`config.mk`:
```
export PLATFORM = sky130hd
export DESIGN_NAME = level_sequencer
export DESIGN_NICKNAME = d
export VERILOG_FILES = /design/src/rtl/level_sequencer.sv
export SDC_FILE = /design/constraint.sdc
export NUM_CORES = 1
export LEC_CHECK = 0
export CORE_ASPECT_RATIO = 0.9
export CORE_MARGIN = 1
export CORE_UTILIZATION = 35
export CTS_CLUSTER_DIAMETER = 100
export CTS_CLUSTER_SIZE = 16
export DETAILED_ROUTE_END_ITERATION = 12
export PLACE_DENSITY = 0.61
export SYNTH_ARGS = -nofsm -noshare
export SYNTH_HDL_FRONTEND = slang
export SYNTH_SLANG_ARGS = --single-unit
```
`constraint.sdc`:
```
create_clock -name Clk -period 3.2 [get_ports Clk]
set_input_delay 0.8 -clock Clk [delete_from_list [all_inputs] [get_ports Clk]]
set_output_delay 0.8 -clock Clk [all_outputs]
set_load 0.02 [all_outputs]
```
`src/rtl/level_sequencer.sv`:
```
// -----------------------------------------------------------------------------
// level_sequencer
//
// Game-flow controller for a two-level falling-block game. It shows a level
// banner for a fixed number of video frames, then releases ten blocks one at a
// time at a per-level frame spacing (level 2 also releases three rectangles),
// tracks which objects are still on the playfield, and ends the game in WIN
// when both levels are cleared or LOSE on any collision.
//
// Parameters
//   TITLE_FRAMES  frames the level banner is shown before play
//   GAP1          frames between block releases in level 1
//   GAP2          frames between block releases in level 2
//
// Ports
//   Clk           system clock, all state changes on the rising edge
//   Reset         asynchronous active-low reset
//   frame_clk     vertical-sync tick, asynchronous to Clk
//   start         start/restart request, level-sensitive
//   collide       ball-to-block or ball-to-rect hit, valid per Clk
//   block_done    bit i pulses when block i leaves the playfield
//   rect_done     bit k pulses when rect k leaves the playfield
//   level_one     "LEVEL ONE" banner enable
//   level_two     "LEVEL TWO" banner enable
//   block_ready   bit i enables drawing/motion of block i
//   rect_ready    bit k enables drawing/motion of rect k
//   game_over     high while in LOSE
//   game_won      high while in WIN
//
// All outputs are flops loaded from the next-state decode, so they change on
// the same edge as the state register.
// -----------------------------------------------------------------------------
module level_sequencer #(
    parameter int TITLE_FRAMES = 120,
    parameter int GAP1         = 60,
    parameter int GAP2         = 30
) (
    input  logic       Clk,
    input  logic       Reset,
    input  logic       frame_clk,
    input  logic       start,
    input  logic       collide,
    input  logic [9:0] block_done,
    input  logic [2:0] rect_done,
    output logic       level_one,
    output logic       level_two,
    output logic [9:0] block_ready,
    output logic [2:0] rect_ready,
    output logic       game_over,
    output logic       game_won
);

    typedef enum logic [2:0] {
        ST_IDLE   = 3'd0,
        ST_TITLE1 = 3'd1,
        ST_PLAY1  = 3'd2,
        ST_TITLE2 = 3'd3,
        ST_PLAY2  = 3'd4,
        ST_WIN    = 3'd5,
        ST_LOSE   = 3'd6
    } state_t;

    // Counter compare values: the counter runs 0..N-1, so the terminal
    // value is one less than the frame count.
    localparam logic [7:0] TITLE_LAST = 8'(TITLE_FRAMES - 1);
    localparam logic [7:0] GAP1_LAST  = 8'(GAP1 - 1);
    localparam logic [7:0] GAP2_LAST  = 8'(GAP2 - 1);
    localparam logic [3:0] REL_COUNT  = 4'd10;

    // One-hot enable for the block being released.
    function automatic logic [9:0] block_bit(input logic [3:0] idx);
        block_bit = 10'b00_0000_0001 << idx;
    endfunction

    // Rect k rides along with block 3k+2; other block indices carry no rect.
    function automatic logic [2:0] rect_bit(input logic [3:0] idx);
        case (idx)
            4'd2:    rect_bit = 3'b001;
            4'd5:    rect_bit = 3'b010;
            4'd8:    rect_bit = 3'b100;
            default: rect_bit = 3'b000;
        endcase
    endfunction

    // Registered state
    state_t     state_q,       state_d;
    logic       sync1_q,       sync1_d;
    logic       sync2_q,       sync2_d;
    logic       sync3_q,       sync3_d;
    logic       start_q,       start_d;
    logic [7:0] frame_cnt_q,   frame_cnt_d;
    logic [3:0] rel_idx_q,     rel_idx_d;
    logic [9:0] block_ready_q, block_ready_d;
    logic [2:0] rect_ready_q,  rect_ready_d;
    logic       level_one_q,   level_one_d;
    logic       level_two_q,   level_two_d;
    logic       game_over_q,   game_over_d;
    logic       game_won_q,    game_won_d;

    // Combinational helpers
    logic       tick_s;
    logic       start_rise_s;
    logic       release_s;
    logic       all_released_s;
    logic       board_clear_s;
    logic [7:0] gap_last_s;

    // Next-state, counter, ready-bit and output decode.
    always_comb begin
        // frame_clk crosses into Clk through sync1/sync2; sync3 is the
        // previous synchronized value used to detect the rising edge.
        sync1_d = frame_clk;
        sync2_d = sync1_q;
        sync3_d = sync2_q;
        start_d = start;

        tick_s       = sync2_q & ~sync3_q;
        start_rise_s = start & ~start_q;

        state_d       = state_q;
        frame_cnt_d   = frame_cnt_q;
        rel_idx_d     = rel_idx_q;
        block_ready_d = 10'b00_0000_0000;
        rect_ready_d  = 3'b000;
        release_s     = 1'b0;

        gap_last_s     = (state_q == ST_PLAY2) ? GAP2_LAST : GAP1_LAST;
        all_released_s = (rel_idx_q == REL_COUNT);
        board_clear_s  = (block_ready_q == 10'b00_0000_0000) && (rect_ready_q == 3'b000);

        case (state_q)
            ST_IDLE: begin
                if (start) begin
                    state_d     = ST_TITLE1;
                    frame_cnt_d = 8'd0;
                    rel_idx_d   = 4'd0;
                end else begin
                    state_d = ST_IDLE;
                end
            end

            ST_TITLE1, ST_TITLE2: begin
                if (tick_s) begin
                    if (frame_cnt_q == TITLE_LAST) begin
                        state_d     = (state_q == ST_TITLE1) ? ST_PLAY1 : ST_PLAY2;
                        frame_cnt_d = 8'd0;
                        rel_idx_d   = 4'd0;
                    end else begin
                        frame_cnt_d = frame_cnt_q + 8'd1;
                    end
                end else begin
                    frame_cnt_d = frame_cnt_q;
                end
            end

            ST_PLAY1, ST_PLAY2: begin
                // Block 0 goes on the very first tick of the level; later
                // blocks wait for the counter to reach the gap value. Once
                // all ten are out the counter and index stop moving.
                if (tick_s && !all_released_s) begin
                    if ((rel_idx_q == 4'd0) || (frame_cnt_q == gap_last_s)) begin
                        release_s   = 1'b1;
                        frame_cnt_d = 8'd0;
                        rel_idx_d   = rel_idx_q + 4'd1;
                    end else begin
                        frame_cnt_d = frame_cnt_q + 8'd1;
                    end
                end else begin
                    frame_cnt_d = frame_cnt_q;
                end

                // Done pulses clear only bits that are set; a release and a
                // done on different indices in the same cycle both land.
                block_ready_d = (block_ready_q & ~block_done)
                              | (release_s ? block_bit(rel_idx_q) : 10'b00_0000_0000);
                rect_ready_d  = (rect_ready_q & ~rect_done)
                              | ((release_s && (state_q == ST_PLAY2)) ? rect_bit(rel_idx_q) : 3'b000);

                // A collision outranks level completion in the same cycle.
                if (collide) begin
                    state_d       = ST_LOSE;
                    block_ready_d = 10'b00_0000_0000;
                    rect_ready_d  = 3'b000;
                end else if (all_released_s && board_clear_s) begin
                    state_d     = (state_q == ST_PLAY1) ? ST_TITLE2 : ST_WIN;
                    frame_cnt_d = 8'd0;
                    rel_idx_d   = 4'd0;
                end else begin
                    state_d = state_q;
                end
            end

            ST_WIN, ST_LOSE: begin
                // Only a fresh press restarts: holding start from the
                // previous game through the end state does nothing.
                if (start_rise_s) begin
                    state_d     = ST_TITLE1;
                    frame_cnt_d = 8'd0;
                    rel_idx_d   = 4'd0;
                end else begin
                    state_d = state_q;
                end
            end

            default: begin
                state_d     = ST_IDLE;
                frame_cnt_d = 8'd0;
                rel_idx_d   = 4'd0;
            end
        endcase

        level_one_d = (state_d == ST_TITLE1);
        level_two_d = (state_d == ST_TITLE2);
        game_over_d = (state_d == ST_LOSE);
        game_won_d  = (state_d == ST_WIN);
    end

    // State, synchronizer, counters and registered outputs.
    always_ff @(posedge Clk or negedge Reset) begin
        if (!Reset) begin
            state_q       <= ST_IDLE;
            sync1_q       <= 1'b0;
            sync2_q       <= 1'b0;
            sync3_q       <= 1'b0;
            start_q       <= 1'b0;
            frame_cnt_q   <= 8'd0;
            rel_idx_q     <= 4'd0;
            block_ready_q <= 10'b00_0000_0000;
            rect_ready_q  <= 3'b000;
            level_one_q   <= 1'b0;
            level_two_q   <= 1'b0;
            game_over_q   <= 1'b0;
            game_won_q    <= 1'b0;
        end else begin
            state_q       <= state_d;
            sync1_q       <= sync1_d;
            sync2_q       <= sync2_d;
            sync3_q       <= sync3_d;
            start_q       <= start_d;
            frame_cnt_q   <= frame_cnt_d;
            rel_idx_q     <= rel_idx_d;
            block_ready_q <= block_ready_d;
            rect_ready_q  <= rect_ready_d;
            level_one_q   <= level_one_d;
            level_two_q   <= level_two_d;
            game_over_q   <= game_over_d;
            game_won_q    <= game_won_d;
        end
    end

    assign level_one   = level_one_q;
    assign level_two   = level_two_q;
    assign block_ready = block_ready_q;
    assign rect_ready  = rect_ready_q;
    assign game_over   = game_over_q;
    assign game_won    = game_won_q;

endmodule

```
==> results by group, run 1 <==
Run status
  • Status: complete, no violations

Power and ir drop
  • Worst vdd ir: 273 uV
  • P_leak: 1.11 nW
  • Pwr dens: 368 nW/um2

Placement
  • Dpl hpwl: 3.51 mm
  • PortBufs: 34
  • Cells after DPL: 312
  • Placer Congestion: 0.895

STA
  • Max-slew violation count: 0
  • Final min period: 2.43 ns
  • Sum Neg Setup Slack: 0 ns
  • Max-slew headroom: 45.4%
  • Highest clock rate: 0.412 GHz
  • Worst Skew: 0.00789 ns
  • Setup Viol. Count Final: 0
  • RSZ-0062 raised after global routing: false
  • Worst Tran Pin Value: 0.819 ns
  • Final hold vios: 0
  • Period utilization: 75.8%

Synth
  • Synth area leaders: dfrtp_1, a21oi_1, ha_1
  • Post-synthesis sequential area ratio: 43.1%
  • Seq cells post-synth: 36
  • Fraction of registers with async set or reset after synthesis: 100%
  • Top-area cell type share of the netlist area: 43.1%
  • Syn nets: 235
  • Synthesized area: 2090 um2
  • Yosys cell types: 51
  • EDFF count, synth: 0
  • Synth Instances: 210
  • Synth area leader: dfrtp_1
  • Yosys Warn Count: 0
  • Avg Inst Size Synth: 9.96 um2
  • Synth Flop Type: dfrtp_1

Final layout
  • Share of layout cells above drive strength 1: 12.0%
  • Finished Layout Cells: 319
  • Fillers: 543
  • Nets: 274
  • Most common cell after layout, fill and taps aside: dfrtp_1
  • Layout area overhead: 23.2%
  • Most frequent cells in the layout: dfrtp_1, clkdlybuf4s50_1, a21oi_1, nor2_1, inv_1
  • Antenna cell count: 0

Detailed routing
  • Metal2 WL: 2.12 mm
  • Vias per inst: 5.27
  • # DRC: 0
  • Met1 Wirelength: 2.36 mm
  • Met3 WL: 236 um
  • WL/cell: 14.9 um
  • Initial DRC count: 114
  • Via count: 1680
  • Drt first pass iters: 4
  • Final WL: 4.76 mm
  • Top sig layer: met4
  • Post-route ant nets: 0

Worst setup path
  • Crit path max-delay cell type: or4_4
  • CP Capture Type: register
  • Arrival @ worst endpoint: 2.60 ns
  • Crit-path max cell delay: 0.45 ns
  • Critical path startpoint category: register
  • Worst path bufs/invs: 1
  • Cells along the critical path: inv_1 > ha_1 > nand3b_4 > or4_4 > o311ai_4 > or2_4 > o221ai_2 > a22o_1
  • Worst Path Required: 3.38 ns
  • Crit path max-delay family: simple AND/OR/NAND/NOR gates
  • Critical path class: reg -> reg
  • Crit path max fanout: 5

Clock tree
  • Setup bufs post-CTS: 0
  • CTS Hold Bufs: 0
  • Post_cts resized: 0
  • Clock Latency Late Sink: 0.28 ns
  • Clock slew at reported path FFs: 0.07 ns
  • H-tree Lvls: 2
  • Sinks on the clock net: 36
  • Longest Clk Path Bufs: 2
  • Total CTS buffers: 5
  • Root Driver: clkbuf_8
  • TritonCTS clock tree: built

Floorplanning
  • Core area: 5730 um2
  • Die Wd: 83.5 um
  • DIE HEIGHT: 75.3 um
  • Std cell rows: 26
  • IO Pins: 35
  • Die area: 6290 um2
  • Initial Utilization: 36.5%

GRT
  • Number of global-route vias before repair: 1637
  • GR Overflow Total: 0
  • Largest net degree at the start of global routing: 37
  • Total GRT Usage: 16.1%
  • First-pass GRT wire length: 7.90 mm
  • Initial antenna violation count: 0

Run
  • # Max-Cap Violations: 0

Hold path
  • Hold WC Path Type: reg -> reg
==> state kept, by name (all words and copies together), names as in the netlist <==
register and flops:
state_q 3, block_ready 10, game_won 1, game_over 1, frame_cnt_q 8, level_one 1
rel_idx_q 4, level_two 1, sync1_q 1, sync2_q 1, start_q 1, sync3_q 1
rect_ready 3
==> Yosys cell counts (3+ instances only) <==
| cell | number |
|---|---|
| dfrtp_1 | 36 |
| a21oi_1 | 19 |
| nor2_1 | 17 |
| inv_1 | 15 |
| nand2b_1 | 13 |
| nand2_1 | 9 |
| nand3_1 | 9 |
| nor2b_1 | 9 |
| ha_1 | 7 |
| a32oi_1 | 5 |
| nand4_1 | 5 |
| mux2i_1 | 4 |
| o21ai_0 | 4 |
| and3_1 | 3 |
| and3_2 | 3 |
| nor3b_1 | 3 |
| o21ai_2 | 3 |
| o221ai_2 | 3 |
| xnor2_1 | 3 |
==> worst paths after layout <==
path | from | end | slack (ns) | cells after the start
max | rel_idx_q[0] | frame_cnt_q[4] | 0.77 | 8
min | sync1_q | sync2_q | 0.35 | 0
max reg2reg | rel_idx_q[0] | frame_cnt_q[4] | 0.77 | 8
min reg2reg | sync1_q | sync2_q | 0.35 | 0
max in group asynchronous | Reset | level_one | 2.07 | 1
min in group asynchronous | Reset | block_ready[5] | 0.61 | 1
==> metal layers <==
layer | vias to the layer above | global-route usage (%)
met4 | 0 | 3.95
met1 | 794 | 22.8
met3 | 7 | 3.47
met2 | 44 | 25.5
met5 | - | 0
li1 | 835 | -
==> final cells by class <==
class	instances	area (um2)	area share, %
Multi-Input combinational cell	155	1100	42.8
Sequential cell	36	901	35.0
Timing Repair Buffer	36	350	13.6
Tap cell	70	87.6	3.40
Clock buffer	6	72.6	2.82
Inverter	15	56.3	2.19
Clock inverter	1	5.00	0.194
==> stage by stage <==
stage | hold WS (ns) | setup WS, ns | power [mW] | utilization [%] | cell area, um2
finish | 0.349 | 0.773 | 0.948 | 45.0 | 2570
detailed placement | 0.335 | 0.698 | 0.649 | 43.6 | 2500
CTS | 0.351 | 0.765 | 0.956 | 45.0 | 2570
global placement | 0.336 | 0.748 | 0.647 | 43.6 | 2500
global route | 0.356 | 0.630 | 0.992 | 45.0 | 2570
floorplan | 0.331 | 0.961 | 0.586 | - | 2090
==> cell families (layout without fill, tap and decap cells) <==
kind of cell | Yosys count | in the layout | synth area share (%)
xor gates and xnor gates | 5 | 5 | 2.09
adders and majority gates | 8 | 8 | 4.67
muxes | 6 | 6 | 2.99
and+or+nand+nor | 86 | 86 | 24.6
buffers and inverters | 19 | 58 | 4.19
DFF | 36 | 36 | 43.1
AOI/OAI and AO/OA | 50 | 50 | 18.4
==> power breakdown <==
| part | internal (mW) | switching (mW) |
|---|---|---|
| clock network | 0.148 | 0.159 |
| registers | 0.476 | 0.0303 |
| logic | 0.0635 | 0.0711 |
| total | 0.687 | 0.260 |
Note: power is estimated with default switching activity, not from simulation.
==> inputs of run 2 (changes only) <==
--- a/config.mk
+++ b/config.mk
@@ -11,7 +11,7 @@
 export CTS_CLUSTER_DIAMETER = 100
 export CTS_CLUSTER_SIZE = 16
 export DETAILED_ROUTE_END_ITERATION = 12
-export PLACE_DENSITY = 0.61
+export PLACE_DENSITY = 0.64
 export SYNTH_ARGS = -nofsm -noshare
 export SYNTH_HDL_FRONTEND = slang
 export SYNTH_SLANG_ARGS = --single-unit
==> constraint.sdc (replaced) <==
create_clock -name Clk -period 2.2 [get_ports Clk]
set_input_delay 0.55 -clock Clk [delete_from_list [all_inputs] [get_ports Clk]]
set_output_delay 0.55 -clock Clk [all_outputs]
set_load 0.02 [all_outputs]
==> run 2 against run 1 <==
The flow now finishes with violations (setup timing). Flip-flop and latch count unchanged. Global-route usage up 1.5 points. Setup slack worse by 0.78 ns. Sequential share of layout area down 3.7 points. Critical path depth up 1. Fmax up 10%. Register-to-register slack worse by 0.78 ns. Non-clock buffer count up 23. Worst hold slack worse by 0.16 ns. Wire length up 9.5%. Combinational power up 82%. Final cell count up 7.5%.
==> results by group, run 2 (synthesis gave the netlist of run 1 again) <==
Power and ir drop
  • Worst vdd ir: 542 uV (+99%)
  • Total power: 1.63 mW (+72%)
  • P_leak: 1.28 nW (+15%)
  • Pwr dens: 564 nW/um2 (+53%)

Floorplanning
  • DIE HEIGHT: 75.3 um (unchanged)
  • IO Pins: 35 (unchanged)
  • Std cell rows: 26 (unchanged)
  • Die Wd: 83.5 um (unchanged)
  • Core area: 5730 um2 (unchanged)
  • Die area: 6290 um2 (unchanged)
  • Initial Utilization: 36.5% (unchanged)

STA
  • Final hold vios: 0 (unchanged)
  • Max-slew headroom: 69.3% (+24 points)
  • Fin Hold WS: 0.192 ns (-0.157 ns)
  • Highest clock rate: 0.453 GHz (+10%)
  • Sum Neg Setup Slack: -0.00543 ns (-0.00543 ns)
  • Period utilization: 100% (+24 points)
  • Final min period: 2.21 ns (-0.222 ns)
  • Setup Viol. Count Final: 1 (+1)
  • Worst Skew: 0.00659 ns (-0.00130 ns)
  • RSZ-0062 raised after global routing: true
  • Worst Tran Pin Value: 0.454 ns (-0.365 ns)
  • Max-slew violation count: 0 (unchanged)
  • Final WS setup: -0.00543 ns (-0.778 ns)

Worst setup path
  • Crit path max-delay family: compound AO/OA/AOI/OAI gates
  • CP Capture Type: register
  • R2R setup slack: -0.005 ns (-0.78 ns)
  • Critical path startpoint category: register
  • RR Endpoint: frame_cnt_q[3]
  • Critical path class: reg -> reg
  • R2r startpoint: rel_idx_q[0]
  • Crit path max fanout: 5 (unchanged)
  • Crit-path max cell delay: 0.51 ns (+0.06 ns)
  • Worst path bufs/invs: 2 (+1)
  • Worst Path Required: 2.38 ns (-1.00 ns)
  • Arrival @ worst endpoint: 2.39 ns (-0.21 ns)
  • Cells along the critical path: inv_2 > ha_4 > nand3b_4 > or4_4 > o311ai_4 > buf_12 > o21ai_4 > a21o_1 > a22o_1
  • Crit path max-delay cell type: or4_4
  • Worst r2r path cells: 9 (+1)

Detailed routing
  • WL/cell: 15.2 um (+1.8%)
  • Vias per inst: 5.24 (-0.46%)
  • Via count: 1798 (+7.0%)
  • # DRC: 0 (unchanged)
  • Post-route ant nets: 0 (unchanged)
  • Drt first pass iters: 4 (unchanged)
  • Final WL: 5.21 mm (+9.5%)
  • Initial DRC count: 100 (-12%)

Final layout
  • Layout area overhead: 37.8%
  • Most frequent cells in the layout: dfrtp_1, clkdlybuf4s50_1, buf_4, a21oi_1, nor2_1
  • Fillers: 555 (+2.2%)
  • Share of layout cells above drive strength 1: 22.0% (+9.9 points)
  • Nets: 297 (+8.4%)
  • Max reg flops: 10 (unchanged)
  • Final Util: 50.3% (+5.4 points)
  • Antenna cell count: 0 (unchanged)
  • Most common cell after layout, fill and taps aside: dfrtp_1

Clock tree
  • Root Driver: clkbuf_8
  • Clock Latency Late Sink: 0.29 ns (about the same)
  • Clock slew at reported path FFs: 0.08 ns (about the same)
  • H-tree Lvls: 2 (unchanged)
  • TritonCTS clock tree: built
  • Sinks on the clock net: 36 (unchanged)
  • Longest Clk Path Bufs: 2 (unchanged)
  • CTS Hold Bufs: 0 (unchanged)
  • Total CTS buffers: 5 (unchanged)

GRT
  • Number of global-route vias before repair: 1747 (+6.7%)
  • First-pass GRT wire length: 8.58 mm (+8.6%)
  • Total GRT Usage: 17.5% (+1.5 points)
  • Largest net degree at the start of global routing: 21 (-43%)
  • Initial antenna violation count: 0 (unchanged)
  • GR Overflow Total: 0 (unchanged)

Placement
  • Placer Congestion: 0.928 (+3.7%)
  • PortBufs: 34 (unchanged)
  • Post-place setup slack: -0.0177 ns (-0.716 ns)
  • Dpl hpwl: 3.90 mm (+11%)

Run status
  • Status: finished, violations left
  • Failing checks: setup timing

Hold path
  • Hold WC Path Type: in -> async

Run
  • # Max-Cap Violations: 0 (unchanged)
run 2: layout make-up:
| type | instances | area (um2) | share of cell area (%) |
|---|---|---|---|
| clock inverter | 1 | 30.0 | 1.04 |
| clock buffer | 7 | 96.3 | 3.34 |
| inverter | 15 | 56.3 | 1.95 |
| multi-input combinational | 155 | 1160 | 40.3 |
| tap | 70 | 87.6 | 3.04 |
| sequential | 36 | 902 | 31.3 |
| timing repair buffer | 59 | 548 | 19.0 |
run 2: report_power, final:
group	internal [mW]	switching, mW	total (mW)
logic	0.127	0.120	0.246
clock network	0.400	0.245	0.645
registers	0.691	0.0433	0.735
total	1.22	0.408	1.63
run 2: worst max path at each step:
stage / startpoint / to / slack [ns] / depth (start not counted)
finish: rel_idx_q[0] / frame_cnt_q[3] / -0.005 / 9
global route: rel_idx_q[0] / frame_cnt_q[3] / -0.08 / 9
CTS: rel_idx_q[0] / frame_cnt_q[3] / 0.04 / 8
detailed placement: rel_idx_q[0] / frame_cnt_q[3] / -0.02 / 8
global placement: collide / frame_cnt_q[7] / 0.05 / 5
floorplan: rel_idx_q[0] / frame_cnt_q[4] / 0.02 / 8
run 2: layer usage:
metal  vias up  wire length [um]  track usage (%)
met2        42              2340             27.6
met3         2               228             4.23
met4         0                23             4.52
met1       875              2620             24.7
met5         -                 0                0
li1        879                 -                -
run 2: through the flow:
step           area, um2  instances
3_3_place_gp        2670        332
6_report            2880        343
5_1_grt             2880        343
2_1_floorplan       2100        210
3_5_place_dp        2670        332
4_1_cts             2800        340
run 2: timing repair:
item / CTS / global route
pin swaps: 2 / 6
setup endpoints to repair: 3 / 7
setup buffers: 0 / 3
resized for setup: 0 / 8
cloned: 0 / 0
